<file path="src/rtl/sha256_block_feeder.sv">
// -----------------------------------------------------------------------------
// sha256_block_feeder
//
// Upstream driver for a SHA-256 compression round engine. It takes a message
// as a byte stream, applies SHA-256 padding (0x80, zero fill, 64-bit
// big-endian bit length) and presents each 512-bit block with the current
// chaining value to the engine. Then it waits for the engine's result and
// chains it into the next block. When the last block is done it emits the
// digest with a one-cycle valid pulse.
//
// Ports:
//   clk         in   system clock, rising edge
//   rst_n       in   asynchronous active-low reset
//   data_in     in   [7:0] message byte
//   data_v      in   data_in valid (taken when data_ready)
//   msg_end     in   end-of-message pulse (taken when data_ready)
//   data_ready  out  feeder accepts a byte / msg_end this cycle
//   core_H_in   out  [255:0] chaining value to the engine
//   core_M      out  [511:0] message block to the engine
//   core_in_v   out  one-cycle engine load strobe
//   core_H_out  in   [255:0] engine result
//   core_out_v  in   engine done strobe
//   digest      out  [255:0] final hash, held until the next one completes
//   digest_v    out  one-cycle digest valid pulse
// -----------------------------------------------------------------------------
module sha256_block_feeder #(
  parameter int CNT_W = 32
) (
  input  logic         clk,
  input  logic         rst_n,
  input  logic [7:0]   data_in,
  input  logic         data_v,
  input  logic         msg_end,
  output logic         data_ready,
  output logic [255:0] core_H_in,
  output logic [511:0] core_M,
  output logic         core_in_v,
  input  logic [255:0] core_H_out,
  input  logic         core_out_v,
  output logic [255:0] digest,
  output logic         digest_v
);

  typedef enum logic [2:0] {
    S_FILL = 3'd0,
    S_PAD  = 3'd1,
    S_LEN  = 3'd2,
    S_HASH = 3'd3,
    S_DONE = 3'd4
  } state_t;

  localparam logic [255:0] IV = 256'h6a09e667_bb67ae85_3c6ef372_a54ff53a_510e527f_9b05688c_1f83d9ab_5be0cd19;

  state_t             r_state;
  state_t             w_state_next;
  state_t             r_ret;        // state to resume after the current hash
  state_t             w_ret_next;
  logic               r_run;        // holds data_ready low until the first clock after reset
  logic [CNT_W-1:0]   r_byte_cnt;
  logic [5:0]         r_blk_pos;
  logic [511:0]       r_blk;
  logic [255:0]       r_h;
  logic [255:0]       r_digest;
  logic               r_digest_v;
  logic               r_core_in_v;
  logic               r_pad_done;   // 0x80 terminator already placed
  logic               w_byte_acc;
  logic               w_end_acc;
  logic [63:0]        w_len;

  assign data_ready = r_run && (r_state == S_FILL);
  assign w_byte_acc = data_ready && data_v;
  assign w_end_acc  = data_ready && msg_end;
  assign w_len      = 64'(r_byte_cnt) << 3;

  assign core_M     = r_blk;
  assign core_H_in  = r_h;
  assign core_in_v  = r_core_in_v;
  assign digest     = r_digest;
  assign digest_v   = r_digest_v;

  // State register
  always_ff @(posedge clk or negedge rst_n) begin
    if (!rst_n) begin
      r_state <= S_FILL;
      r_ret   <= S_FILL;
    end else begin
      r_state <= w_state_next;
      r_ret   <= w_ret_next;
    end
  end

  // Next-state logic
  always_comb begin
    w_state_next = r_state;
    w_ret_next   = r_ret;
    case (r_state)
      S_FILL: begin
        if (w_byte_acc && (r_blk_pos == 6'd63)) begin
          // Block full; an end arriving with the last byte is remembered
          // by resuming in PAD instead of FILL.
          w_state_next = S_HASH;
          w_ret_next   = w_end_acc ? S_PAD : S_FILL;
        end else if (w_end_acc) begin
          w_state_next = S_PAD;
        end
      end
      S_PAD: begin
        // Position 63 always closes the block; position 55 is the last byte
        // before the length field and can only be reached once 0x80 is in.
        if (r_blk_pos == 6'd63) begin
          w_state_next = S_HASH;
          w_ret_next   = S_PAD;
        end else if (r_blk_pos == 6'd55) begin
          w_state_next = S_LEN;
        end
      end
      S_LEN: begin
        w_state_next = S_HASH;
        w_ret_next   = S_DONE;
      end
      S_HASH: begin
        if (core_out_v) begin
          w_state_next = r_ret;
        end
      end
      S_DONE: begin
        w_state_next = S_FILL;
      end
      default: begin
        w_state_next = S_FILL;
      end
    endcase
  end

  // Datapath: block buffer, counters, chaining value and strobes
  always_ff @(posedge clk or negedge rst_n) begin
    if (!rst_n) begin
      r_run       <= 1'b0;
      r_byte_cnt  <= '0;
      r_blk_pos   <= '0;
      r_blk       <= '0;
      r_h         <= IV;
      r_digest    <= '0;
      r_digest_v  <= 1'b0;
      r_core_in_v <= 1'b0;
      r_pad_done  <= 1'b0;
    end else begin
      r_run       <= 1'b1;
      // Load strobe only on entry into HASH, so it lasts exactly one cycle
      r_core_in_v <= (w_state_next == S_HASH) && (r_state != S_HASH);
      // Digest is captured directly from the engine so it is valid in the
      // same cycle as the pulse.
      r_digest_v  <= (r_state == S_HASH) && core_out_v && (r_ret == S_DONE);

      case (r_state)
        S_FILL: begin
          if (w_byte_acc) begin
            // byte k sits at bits 511-8k, i.e. {~k, 3'b111}
            r_blk[{~r_blk_pos, 3'b111} -: 8] <= data_in;
            r_blk_pos  <= r_blk_pos + 6'd1;
            r_byte_cnt <= r_byte_cnt + CNT_W'(1);
          end
          if (w_end_acc) begin
            r_pad_done <= 1'b0;
          end
        end
        S_PAD: begin
          r_blk[{~r_blk_pos, 3'b111} -: 8] <= r_pad_done ? 8'h00 : 8'h80;
          r_pad_done <= 1'b1;
          r_blk_pos  <= r_blk_pos + 6'd1;
        end
        S_LEN: begin
          r_blk[63:0] <= w_len;
        end
        S_HASH: begin
          // Buffer and H stay untouched until the result arrives; the engine
          // reads them right up to its done strobe.
          if (core_out_v) begin
            r_h       <= core_H_out;
            r_blk     <= '0;
            r_blk_pos <= '0;
            if (r_ret == S_DONE) begin
              r_digest <= core_H_out;
            end
          end
        end
        S_DONE: begin
          r_h        <= IV;
          r_byte_cnt <= '0;
        end
        default: begin
        end
      endcase
    end
  end

endmodule

</file>
<file path="config.mk">
export PLATFORM = sky130hd
export DESIGN_NAME = sha256_block_feeder
export DESIGN_NICKNAME = d
export VERILOG_FILES = /design/src/rtl/sha256_block_feeder.sv
export SDC_FILE = /design/constraint.sdc
export NUM_CORES = 2
export LEC_CHECK = 0
export CORE_AREA = 2 2 505 507
export CTS_CLUSTER_DIAMETER = 100
export DETAILED_ROUTE_END_ITERATION = 6
export DIE_AREA = 0 0 507 509
export PLACE_DENSITY = 0.42
export SKIP_LAST_GASP = 1
export SYNTH_ARGS = -nofsm -noshare
export SYNTH_HDL_FRONTEND = slang
export SYNTH_SLANG_ARGS = --single-unit
</file>
<file path="constraint.sdc">
create_clock -name clk -period 2 [get_ports clk]
set_clock_uncertainty 0.05 [all_clocks]
set_input_delay 0.4 -clock clk [delete_from_list [all_inputs] [get_ports clk]]
set_output_delay 0.4 -clock clk [all_outputs]
set_load 0.005 [all_outputs]
</file>
==> impl_metrics.json <==
{
  "status": "finished with violations",
  "violations": "setup timing",
  "synth-simple-area-share_pct": 22.3,
  "overflow": 0,
  "rsz0062_at_grt": "yes",
  "place_area_sq_um": 65400,
  "post-route-period-util_pct": 121,
  "synth-xor-area-share_pct": 0.532,
  "first_iter_violations": 2934,
  "peakVddDrop_mv": 0.818,
  "setup-violations-final": 968,
  "area_growth_pct": 64.5,
  "dp_cells": 9226,
  "synthAdderAreaFrac_pct": 0.197,
  "required_ns": 1.55,
  "synth_seq_cells": 1071,
  "antenna_found_initial": 28,
  "synth_edf_count": 0,
  "route.vias.total": 40000,
  "synth.distinct_cells": 70,
  "finalSetupTns_ns": -121.13,
  "critPathArrivalTime_ns": 1.97,
  "root_buffer": "clkbuf_16",
  "synthMuxAreaShare_pct": 9.75,
  "antenna_left": 0,
  "synthArstFlopShare_pct": 100,
  "die-width_um": 507,
  "ys_warn_count": 0,
  "cp_max_fo": 2,
  "min_from": "core_H_out[56]",
  "synth_nets": 4700,
  "synth_compound_area_share_pct": 3.90,
  "ios": 1296,
  "synth_top_family_by_area": "simple AND/OR/NAND/NOR gates",
  "insertion_delay_ns": 0.80,
  "worst_pin_slew_ns": 0.604,
  "core_area_sq_um": 253000,
  "seq_area_sq_um": 27000,
  "cts_buffers": 141,
  "power_mw": 87.3,
  "vias_per_cell": 4.14,
  "dominantRegCellSynth": "dfrtp_1",
  "route.detailed.drc": 0,
  "power_density_nw_per_um2": 1190,
  "hold_viol_final": 0,
  "whs_ns": 0.114,
  "grt_start_max_net_pins": 114,
  "yosysSeqAreaShare_pct": 60.6,
  "synth_area_sq_um": 44500,
  "core.rowCount": 185,
  "clockBufferDepth": 3,
  "port_buffers": 1295,
  "syn_avg_cell_area_sq_um": 10.1,
  "drive_gt1_share_pct": 25.5,
  "nNetsFinal": 6449,
  "wl_per_cell_um": 26.2,
  "cts_tree": "built",
  "fin_cells": 9658,
  "fmax_mhz": 412,
  "p_leak_nw": 38.3,
  "cts.reportedPaths.clkPinSlew_ns": 0.06,
  "relSlewSlack_pct": 59.8,
  "cts.sinks": 1071,
  "cp-end-kind": "output pin",
  "finalWirelength_um": 253000,
  "path_class": "flop to output pin",
  "final.setup.worst_slack_ns": -0.425,
  "place_hpwl_um": 191000,
  "nFillCells": 26600,
  "place_congestion": 0.852,
  "fp.dieH_um": 509,
  "grt_pass1_wl_um": 335000,
  "grt_use_total_pct": 18.3,
  "fin_area_sq_um": 73200,
  "htree_levels": 4,
  "drv_slew": 0,
  "syn-instance-count": 4424,
  "crit_path_start": "r_state[1]",
  "die_area_sq_um": 258000,
  "grt_pass1_vias": 40400,
  "start_util_pct": 17.6,
  "layout_min_cycle_time_ns": 2.42,
  "cp-start-kind": "flop",
  "drv_cap": 0,
  "r2r-start": "r_state[1]",
  "first_pass_iters": 5,
  "multi_input_area_sq_um": 17200,
  "hold_path_class": "primary input to flop"
}
[power by group]
part	internal [mW]	switching, mW
logic	13.3	15.0
clock network	16.0	11.1
registers	28.1	3.71
[cells in the mapped netlist (all sizes together) (7+ instances only)]
| cell type | count | area, sq um |
|---|---|---|
| a21oi | 9 | 45.0 |
| a22o | 31 | 272 |
| a22oi | 8 | 60.1 |
| a32oi | 20 | 175 |
| and2 | 10 | 62.6 |
| and3 | 18 | 113 |
| buf | 94 | 478 |
| clkbuf | 175 | 657 |
| dfrtp | 935 | 23400 |
| dfstp | 136 | 3570 |
| ha | 7 | 87.6 |
| inv | 18 | 67.6 |
| mux2i | 433 | 4330 |
| nand2 | 1921 | 7220 |
| nand3 | 167 | 841 |
| nand4 | 7 | 50.1 |
| nor2 | 111 | 955 |
| nor2b | 7 | 46.3 |
| nor3 | 25 | 145 |
| nor4 | 16 | 179 |
| o21ai | 185 | 926 |
| xnor2 | 25 | 219 |
[logic make-up (layout without fill, tap and decap cells)]
logic type	after synthesis	count (layout)
buf+inv	287	2151
mux	433	433
flops	1071	1071
xor+xnor	27	27
fa+ha+maj	7	7
simple gates	2317	2317
compound gates	281	281
other cells	1	5
[worst max-delay path, cell delays in order, from the launching register on]
cell     delay (ns)
dfrtp_2        0.42
buf_6          0.13
nor4b_4        0.25
buf_4          0.16
buf_6          0.11
buf_12         0.11
[placed cells by master (no fill, tap or decap), types with 34 or more instances in the layout]
cell,count
nand2_2,43
clkdlybuf4s15_2,83
o21ai_0,171
nor2_1,50
nand3_1,160
dfstp_2,136
mux2i_1,432
clkdlybuf4s15_1,178
buf_4,348
dfrtp_2,34
clkdlybuf4s50_1,361
nand2_1,1857
buf_6,87
buf_12,144
buf_2,282
dfrtp_1,901
dlymetal6s2s_1,314
clkbuf_16,168
[worst paths after layout]
path / endpoint / slack (ns) / depth (start not counted)
max: data_ready / -0.42 / 5
min: core_H_in[56] / 0.11 / 3
max reg2reg: flop / -0.33 / 10
min reg2reg: digest[39] / 0.42 / 2
max in group asynchronous: asynchronous set/reset pin / 0.84 / 4
min in group asynchronous: asynchronous set/reset pin / 0.15 / 2
[layout make-up]
class                           count  area share (%)
Antenna cell                        4          0.0137
Clock buffer                      202            5.57
Clock inverter                     56            1.21
Inverter                           18           0.116
Multi-Input combinational cell   3066            23.5
Sequential cell                  1071            36.9
Tap cell                         3366            5.76
Timing Repair Buffer             1873            26.9
Timing Repair inverter              2          0.0239
[through the flow]
step / setup WS (ns) / util, %
final: -0.425 / 29.0
after detailed placement: -0.636 / 25.9
after global routing: -0.580 / 29.0
after CTS: -0.596 / 27.7
after floorplan: -0.0335 / -
after global placement: -0.579 / 25.9
[per-layer routing]
metal / part of all wire, % / vias up / routed length (um) / global-route usage [%]
met5: 0.051 / - / 128 / 0
met4: 3.4 / 20 / 8720 / 6.14
met3: 6.6 / 292 / 16600 / 4.68
met2: 50 / 1550 / 126000 / 31.5
met1: 40 / 20100 / 102000 / 22.0
li1: - / 18000 / - / -
[repair_timing]
item / CTS / global route
setup buffers: 42 / 72
hold buffers: 21 / 0
setup endpoints to repair: 1744 / 1457
pin swaps: 1 / 61
hold endpoints to repair: 365 / 0
cloned: 5 / 32
gates resized for setup: 2188 / 556
Note: power is estimated with default switching activity, not from simulation.
